$ cat src/rtl/mem_lsu_if.sv
// mem_lsu_if: data-memory request/response port between the LSU (master) and memory (slave).
interface mem_lsu_if;
    logic        mem_req_o;
    logic        mem_we_o;
    logic [31:0] mem_addr_o;
    logic [31:0] mem_wdata_o;
    logic        mem_gnt_i;
    logic        mem_rvalid_i;
    logic [31:0] mem_rdata_i;

    modport master (
        output mem_req_o, mem_we_o, mem_addr_o, mem_wdata_o,
        input  mem_gnt_i, mem_rvalid_i, mem_rdata_i
    );

    modport slave (
        input  mem_req_o, mem_we_o, mem_addr_o, mem_wdata_o,
        output mem_gnt_i, mem_rvalid_i, mem_rdata_i
    );
endinterface

$ cat src/rtl/mem_lsu.sv
// mem_lsu: memory-stage load/store unit. Services loads/stores over a req/gnt/rvalid port,
// stalls the front of the pipeline while an access is outstanding and feeds MEM/WB.
// Optional feature: define LSU_TIMEOUT_EN to abort accesses that sit in REQ/WAIT for TIMEOUT cycles.
module mem_lsu #(
    parameter int unsigned TIMEOUT = 16
) (
    input  logic        clk_i,
    input  logic        rst_i,
    input  logic [31:0] ALUResult_i,
    input  logic [31:0] VALUResult_i,
    input  logic [31:0] RDData_i,
    input  logic [4:0]  RDaddr_i,
    input  logic        RegWrite_i,
    input  logic        MemToReg_i,
    input  logic        MemRead_i,
    input  logic        MemWrite_i,
    mem_lsu_if.master   mem,
    output logic        stall_o,
    output logic [31:0] WBData_o,
    output logic [31:0] VALUResult_o,
    output logic [4:0]  RDaddr_o,
    output logic        RegWrite_o,
    output logic        err_o
);
    localparam int unsigned DW = 32;
    localparam int unsigned RW = 5;
    localparam logic [DW-1:0] ABORT_DATA = 32'hDEAD_BEEF;

    typedef enum logic [1:0] {S_IDLE, S_REQ, S_WAIT, S_RESP} state_e;

    typedef struct packed {
        logic [DW-1:0] addr;
        logic [DW-1:0] wdata;
        logic [DW-1:0] alu;
        logic [DW-1:0] valu;
        logic [RW-1:0] rd;
        logic          we;
        logic          reg_write;
        logic          mem_to_reg;
    } access_t;

    state_e        state_q, state_d;
    access_t       acc_q, acc_d;
    logic [DW-1:0] rdata_q, rdata_d;
    logic          req_q, req_d;
    logic          mem_op;
    logic          abort;

    assign mem_op = MemRead_i | MemWrite_i;

`ifdef LSU_TIMEOUT_EN
    localparam int unsigned CW = 5;
    localparam logic [CW-1:0] CNT_LAST = CW'(TIMEOUT - 1);
    localparam logic [CW-1:0] CNT_MAX  = '1;

    logic [CW-1:0] cnt_q, cnt_d;
    logic          err_q, err_d;

    // Access age: cleared on entry to REQ, saturating count through REQ and WAIT.
    always_comb begin
        cnt_d = cnt_q;
        if (state_q == S_IDLE && mem_op) begin
            cnt_d = '0;
        end else if ((state_q == S_REQ || state_q == S_WAIT) && cnt_q != CNT_MAX) begin
            cnt_d = cnt_q + CW'(1);
        end
    end

    assign abort = (state_q == S_REQ || state_q == S_WAIT) && (cnt_q == CNT_LAST);
    // Error pulse marks a RESP reached by abort rather than by grant/rvalid.
    assign err_d = abort & ~((state_q == S_REQ  && mem.mem_gnt_i) ||
                             (state_q == S_WAIT && mem.mem_rvalid_i));
    assign err_o = err_q;
`else
    logic unused_timeout;
    assign unused_timeout = ^TIMEOUT;
    assign abort = 1'b0;
    assign err_o = 1'b0;
`endif

    // Next-state and access capture; completion takes priority over abort.
    always_comb begin
        state_d = state_q;
        acc_d   = acc_q;
        rdata_d = rdata_q;
        req_d   = req_q;
        case (state_q)
            S_IDLE: begin
                if (mem_op) begin
                    acc_d.addr       = {ALUResult_i[31:2], 2'b00};
                    acc_d.wdata      = RDData_i;
                    acc_d.alu        = ALUResult_i;
                    acc_d.valu       = VALUResult_i;
                    acc_d.rd         = RDaddr_i;
                    acc_d.we         = MemWrite_i;
                    acc_d.reg_write  = RegWrite_i;
                    acc_d.mem_to_reg = MemToReg_i;
                    req_d            = 1'b1;
                    state_d          = S_REQ;
                end
            end
            S_REQ: begin
                if (mem.mem_gnt_i) begin
                    req_d   = 1'b0;
                    state_d = acc_q.we ? S_RESP : S_WAIT;
                end else if (abort) begin
                    req_d   = 1'b0;
                    rdata_d = ABORT_DATA;
                    state_d = S_RESP;
                end
            end
            S_WAIT: begin
                if (mem.mem_rvalid_i) begin
                    rdata_d = mem.mem_rdata_i;
                    state_d = S_RESP;
                end else if (abort) begin
                    rdata_d = ABORT_DATA;
                    state_d = S_RESP;
                end
            end
            S_RESP:  state_d = S_IDLE;
            default: state_d = S_IDLE;
        endcase
    end

    // State and access registers; reset discards any in-flight access.
    always_ff @(posedge clk_i or posedge rst_i) begin
        if (rst_i) begin
            state_q <= S_IDLE;
            acc_q   <= '0;
            rdata_q <= '0;
            req_q   <= 1'b0;
`ifdef LSU_TIMEOUT_EN
            cnt_q   <= '0;
            err_q   <= 1'b0;
`endif
        end else begin
            state_q <= state_d;
            acc_q   <= acc_d;
            rdata_q <= rdata_d;
            req_q   <= req_d;
`ifdef LSU_TIMEOUT_EN
            cnt_q   <= cnt_d;
            err_q   <= err_d;
`endif
        end
    end

    assign mem.mem_req_o   = req_q;
    assign mem.mem_we_o    = acc_q.we;
    assign mem.mem_addr_o  = acc_q.addr;
    assign mem.mem_wdata_o = acc_q.wdata;

    // Pipeline-facing outputs: IDLE passes through, REQ/WAIT stall, RESP presents the access.
    always_comb begin
        stall_o      = 1'b0;
        WBData_o     = '0;
        VALUResult_o = '0;
        RDaddr_o     = '0;
        RegWrite_o   = 1'b0;
        if (!rst_i) begin
            case (state_q)
                S_IDLE: begin
                    stall_o      = mem_op;
                    WBData_o     = ALUResult_i;
                    VALUResult_o = VALUResult_i;
                    RDaddr_o     = RDaddr_i;
                    RegWrite_o   = RegWrite_i & ~mem_op;
                end
                S_REQ, S_WAIT: begin
                    stall_o      = 1'b1;
                    WBData_o     = acc_q.alu;
                    VALUResult_o = acc_q.valu;
                    RDaddr_o     = acc_q.rd;
                end
                S_RESP: begin
                    WBData_o     = acc_q.mem_to_reg ? rdata_q : acc_q.alu;
                    VALUResult_o = acc_q.valu;
                    RDaddr_o     = acc_q.rd;
                    RegWrite_o   = acc_q.reg_write;
                end
                default: ;
            endcase
        end
    end
endmodule

$ cat src/flat_wrapper.sv
// flat-port wrapper written by rule: the top's interface ports become plain ports
module mem_lsu_flat 
#(
    parameter int unsigned TIMEOUT = 16
)
  (clk_i, rst_i, ALUResult_i, VALUResult_i, RDData_i, RDaddr_i, RegWrite_i, MemToReg_i, MemRead_i, MemWrite_i, stall_o, WBData_o, VALUResult_o, RDaddr_o, RegWrite_o, err_o, mem_mem_req_o, mem_mem_we_o, mem_mem_addr_o, mem_mem_wdata_o, mem_mem_gnt_i, mem_mem_rvalid_i, mem_mem_rdata_i);
  mem_lsu_if mem_i ();
  input  logic clk_i;
  input  logic rst_i;
  input  logic [31:0] ALUResult_i;
  input  logic [31:0] VALUResult_i;
  input  logic [31:0] RDData_i;
  input  logic [4:0] RDaddr_i;
  input  logic RegWrite_i;
  input  logic MemToReg_i;
  input  logic MemRead_i;
  input  logic MemWrite_i;
  output logic stall_o;
  output logic [31:0] WBData_o;
  output logic [31:0] VALUResult_o;
  output logic [4:0] RDaddr_o;
  output logic RegWrite_o;
  output logic err_o;
  output wire logic [$bits(mem_i.mem_req_o)-1:0] mem_mem_req_o;
  output wire logic [$bits(mem_i.mem_we_o)-1:0] mem_mem_we_o;
  output wire logic [$bits(mem_i.mem_addr_o)-1:0] mem_mem_addr_o;
  output wire logic [$bits(mem_i.mem_wdata_o)-1:0] mem_mem_wdata_o;
  input wire logic [$bits(mem_i.mem_gnt_i)-1:0] mem_mem_gnt_i;
  input wire logic [$bits(mem_i.mem_rvalid_i)-1:0] mem_mem_rvalid_i;
  input wire logic [$bits(mem_i.mem_rdata_i)-1:0] mem_mem_rdata_i;
  assign mem_mem_req_o = mem_i.mem_req_o;
  assign mem_mem_we_o = mem_i.mem_we_o;
  assign mem_mem_addr_o = mem_i.mem_addr_o;
  assign mem_mem_wdata_o = mem_i.mem_wdata_o;
  assign mem_i.mem_gnt_i = mem_mem_gnt_i;
  assign mem_i.mem_rvalid_i = mem_mem_rvalid_i;
  assign mem_i.mem_rdata_i = mem_mem_rdata_i;
  mem_lsu #(.TIMEOUT(TIMEOUT)) u_core (.clk_i(clk_i), .rst_i(rst_i), .ALUResult_i(ALUResult_i), .VALUResult_i(VALUResult_i), .RDData_i(RDData_i), .RDaddr_i(RDaddr_i), .RegWrite_i(RegWrite_i), .MemToReg_i(MemToReg_i), .MemRead_i(MemRead_i), .MemWrite_i(MemWrite_i), .mem(mem_i), .stall_o(stall_o), .WBData_o(WBData_o), .VALUResult_o(VALUResult_o), .RDaddr_o(RDaddr_o), .RegWrite_o(RegWrite_o), .err_o(err_o));
endmodule
$ cat config.mk
export PLATFORM = sky130hd
export DESIGN_NAME = mem_lsu_flat
export DESIGN_NICKNAME = d
export VERILOG_FILES = /design/src/rtl/mem_lsu_if.sv /design/src/rtl/mem_lsu.sv /design/src/flat_wrapper.sv
export SDC_FILE = /design/constraint.sdc
export NUM_CORES = 1
export LEC_CHECK = 0
export ABC_AREA = 1
export ABC_CLOCK_PERIOD_IN_PS = 13650
export CORE_UTILIZATION = 49
export DETAILED_ROUTE_END_ITERATION = 7
export PLACE_DENSITY_LB_ADDON = 0.08
export SYNTH_ARGS = -nofsm -noshare
export SYNTH_HDL_FRONTEND = slang
export SYNTH_SLANG_ARGS = --single-unit
$ cat constraint.sdc
create_clock -name clk_i -period 13.65 [get_ports clk_i]
set_clock_uncertainty 0.2 [all_clocks]
set_input_delay 2.73 -clock clk_i [delete_from_list [all_inputs] [get_ports clk_i]]
set_output_delay 2.73 -clock clk_i [all_outputs]
set_load 0.02 [all_outputs]
==> out/metrics.csv <==
stage,metric,value,unit
placement,GPL Wtd Cong,0.830,
power_and_ir_drop,combinational power share,53.1,%
yosys,"flops & latches, synth",139,
setup_path,r2r setup slk,10.34,ns
clocking,Hold Buf Count CTS,0,
clocking,postcts setup bufs,0,
sta,Rel. slew slack,24.9,%
sta,Final Max Tran Viols,0,
outcome,status,finished clean,
clocking,"Reg clk slew, reported paths",0.06,ns
clocking,CTS tree,yes,
power_and_ir_drop,Leak,4.85,nW
yosys,Synth Area per Inst,7.53,sq um
drt,Avg WL per Cell,15.2,um
drt,drt initial violations,491,
sta,final hold violation count,0,
setup_path,CP max-delay cell,buf_4,
sta,max frequency,113,MHz
global_routing,GR Util All Layers,26.9,%
power_and_ir_drop,Seq pwr share,28.7,%
setup_path,arrival time worst endpoint,5.89,ns
power_and_ir_drop,Int Pwr,0.00152,W
yosys,YS warnings,0,
sta,Setup WS post-layout,4.83,ns
yosys,register area share after synthesis,46.4,%
floorplan,die area,0.0158,sq mm
min_path,HP Class,flip-flop to flip-flop,
yosys,Mapped Cells,997,
setup_path,Setup Crit Path Kind,primary input to primary output,
min_path,hold worst-path end,u_core.mem.mem_wdata_o[30],
setup_path,worst-path fanout max,125,
drt,DRC,0,
clocking,later-pin clock latency in the skew report,0.41,ns
clocking,CTS root buf,clkbuf_16,
global_routing,initial antenna violation count,0,
sta,Tcrit/Tclk final,64.6,%
clocking,H-tree depth,4,
floorplan,Row Count,44,
floorplan,Die Span X,126,um
power_and_ir_drop,Clk pwr share,18.1,%
sta,final setup fails,0,
power_and_ir_drop,Pwr Total,0.00265,W
floorplan,Die Y,126,um
cells_and_area,area grow syn2layout,38.0,%
setup_path,CP peak stage delay,0.82,ns
drt,ANT nets after route,0,
drt,drt total wl,20.8,mm
placement,IO Port Bufs,275,
floorplan,Starting Density,50.9,%
setup_path,Critical Path RT,10.72,ns
power_and_ir_drop,Psw,0.00113,W
setup_path,worst r2r src,u_core.state_q[0],
sta,setup TNS,0,ns
clocking,clock buffer depth,2,
setup_path,Worst setup EP type,primary output,
min_path,Hold Path Depth,2,
drt,Vias/cell,5.09,
cells_and_area,fraction of layout cells with a size suffix above 1,6.59,%
setup_path,"most used cell, CP",clkdlybuf4s50_1,
power_and_ir_drop,Max IR drop VDD,0.000125,V
cells_and_area,antenna fix cells,0,
clocking,cts repair resizes,0,
yosys,Cell variety after synth,20,
drt,vias,6952,
sta,RSZ-0062 raised after global routing,false,
global_routing,vias in the first global route,6652,
setup_path,worst-case reg-to-reg path depth,9,
sta,Final min period,8.82,ns
global_routing,global route total overflow,0,
global_routing,largest net degree at the start of global routing,126,
cells_and_area,final net count,1316,
power_and_ir_drop,Pwr Density,256,mW/mm^2
cells_and_area,Filler Cell Count,1247,
clocking,CTS Buf Count,17,
setup_path,CP startpoint kind,primary input,
run,Max-cap violations,0,
power_and_ir_drop,switch share,42.7,%
global_routing,first-pass GRT wire length,33.5,mm
drt,First-pass DRT Iterations,5,
placement,post-detail-place hpwl,13.6,mm
yosys,Netlist Area Pre-Place,0.00750,sq mm
clocking,Sink Count,139,
placement,worst slack at placement,4.79,ns
floorplan,core box area,0.0148,sq mm
sta,worst slew pin tran,1.12,ns
floorplan,IO Count,279,
setup_path,reg2reg end,u_core.acc_q[12],
min_path,hold_sp,u_core.mem.mem_wdata_o[30],
setup_path,crit-path cells,clkdlybuf4s50_1 > inv_6 > buf_4 > o21ai_0 > a21oi_1 > clkdlybuf4s50_1,
worst max-delay path, delay by kind of cell:
| kind | cells | cell delay [ns] |
|---|---|---|
| AOI/OAI and AO/OA | 2 | 0.39 |
| buffers and inverters | 4 | 2.59 |
layout make-up:
cell class              count  area (sq um)  area share, %
clock buffers              23           488           4.71
repair buffers            281          2800           27.0
inverters                  65           251           2.43
clock inverters             9           136           1.32
flip-flops and latches    139          3480           33.6
multi-input cells         666          2970           28.7
well taps                 184           230           2.22
synth_stat cells:
| library cell | instances | area [sq um] |
|---|---|---|
| a21oi_1 | 121 | 606 |
| buf_1 | 1 | 3.75 |
| buf_2 | 20 | 100 |
| buf_4 | 74 | 556 |
| buf_6 | 4 | 45.0 |
| clkbuf_1 | 30 | 113 |
| conb_1 | 1 | 3.75 |
| dfrtp_1 | 139 | 3480 |
| ha_1 | 5 | 62.6 |
| inv_1 | 62 | 233 |
| inv_2 | 2 | 7.51 |
| inv_4 | 1 | 6.26 |
| mux2_2 | 1 | 11.3 |
| nand2_1 | 308 | 1160 |
| nand3_1 | 37 | 185 |
| nand4_1 | 2 | 12.5 |
| nor2_1 | 59 | 221 |
| nor2_4 | 2 | 22.5 |
| o21ai_0 | 96 | 480 |
| or2_2 | 32 | 200 |
worst max path at each step:
stage                from                to  slack, ns
global placement    rst_i  VALUResult_o[13]       4.83
finish              rst_i  VALUResult_o[15]       4.83
detailed placement  rst_i  VALUResult_o[10]       4.79
floorplan           rst_i       RDaddr_o[0]       2.72
CTS                 rst_i   VALUResult_o[0]       4.78
global route        rst_i   VALUResult_o[4]       4.44
placed cells by master, fill, tap and decap left out, types with 17 or more instances in the layout:
cell type and instances:
nand3_1 37, nor2_1 59, dfrtp_1 138, clkbuf_16 17, clkdlybuf4s50_1 275, inv_1 61
o21ai_0 96, a21oi_1 121, or2_2 32, nand2_1 307
metal layers:
| layer | global-route usage, % | wire (um) |
|---|---|---|
| met4 | 12.8 | 697 |
| met2 | 43.6 | 9810 |
| met5 | 0 | 0 |
| met1 | 33.5 | 8630 |
| met3 | 7.39 | 1650 |
cells by family after synthesis:
| family | after synthesis | share of synthesized area, % |
|---|---|---|
| simple gates | 440 | 24.0 |
| compound gates | 217 | 14.5 |
| buf+inv | 194 | 14.2 |
| flops | 139 | 46.4 |
| fa+ha+maj | 5 | 0.834 |
| mux | 1 | 0.150 |
| other cells | 1 | 0.0500 |
power by group through the flow:
stage                     Sequential [W]  Clock (W)  Combinational [W]
after global placement          0.000761          0            0.00139
after CTS                       0.000759   0.000488            0.00142
after detailed placement        0.000759          0            0.00141
after floorplan                 0.000705          0            0.00102
final                           0.000761   0.000480            0.00141
after global routing            0.000785   0.000507            0.00154
per-stage QoR:
stage	util, %	cells	hold WS (ns)	area, sq um
2_1_floorplan	-	999	0.237	7510
3_3_place_gp	66.0	1335	0.251	9730
3_5_place_dp	66.0	1335	0.258	9730
4_1_cts	70.2	1367	0.273	10400
5_1_grt	70.2	1367	0.279	10400
6_report	70.2	1367	0.269	10400
registers in the layout, summed over array words and instances (netlist names):
register and cells:
u_core.mem.mem_req_o 1, u_core.state_q 2, u_core.acc_q 70, u_core.mem.mem_we_o 1, u_core.mem.mem_addr_o 1, u_core.rdata_q 32, u_core.mem.mem_wdata_o 32
(Power assumes the default switching activity.)
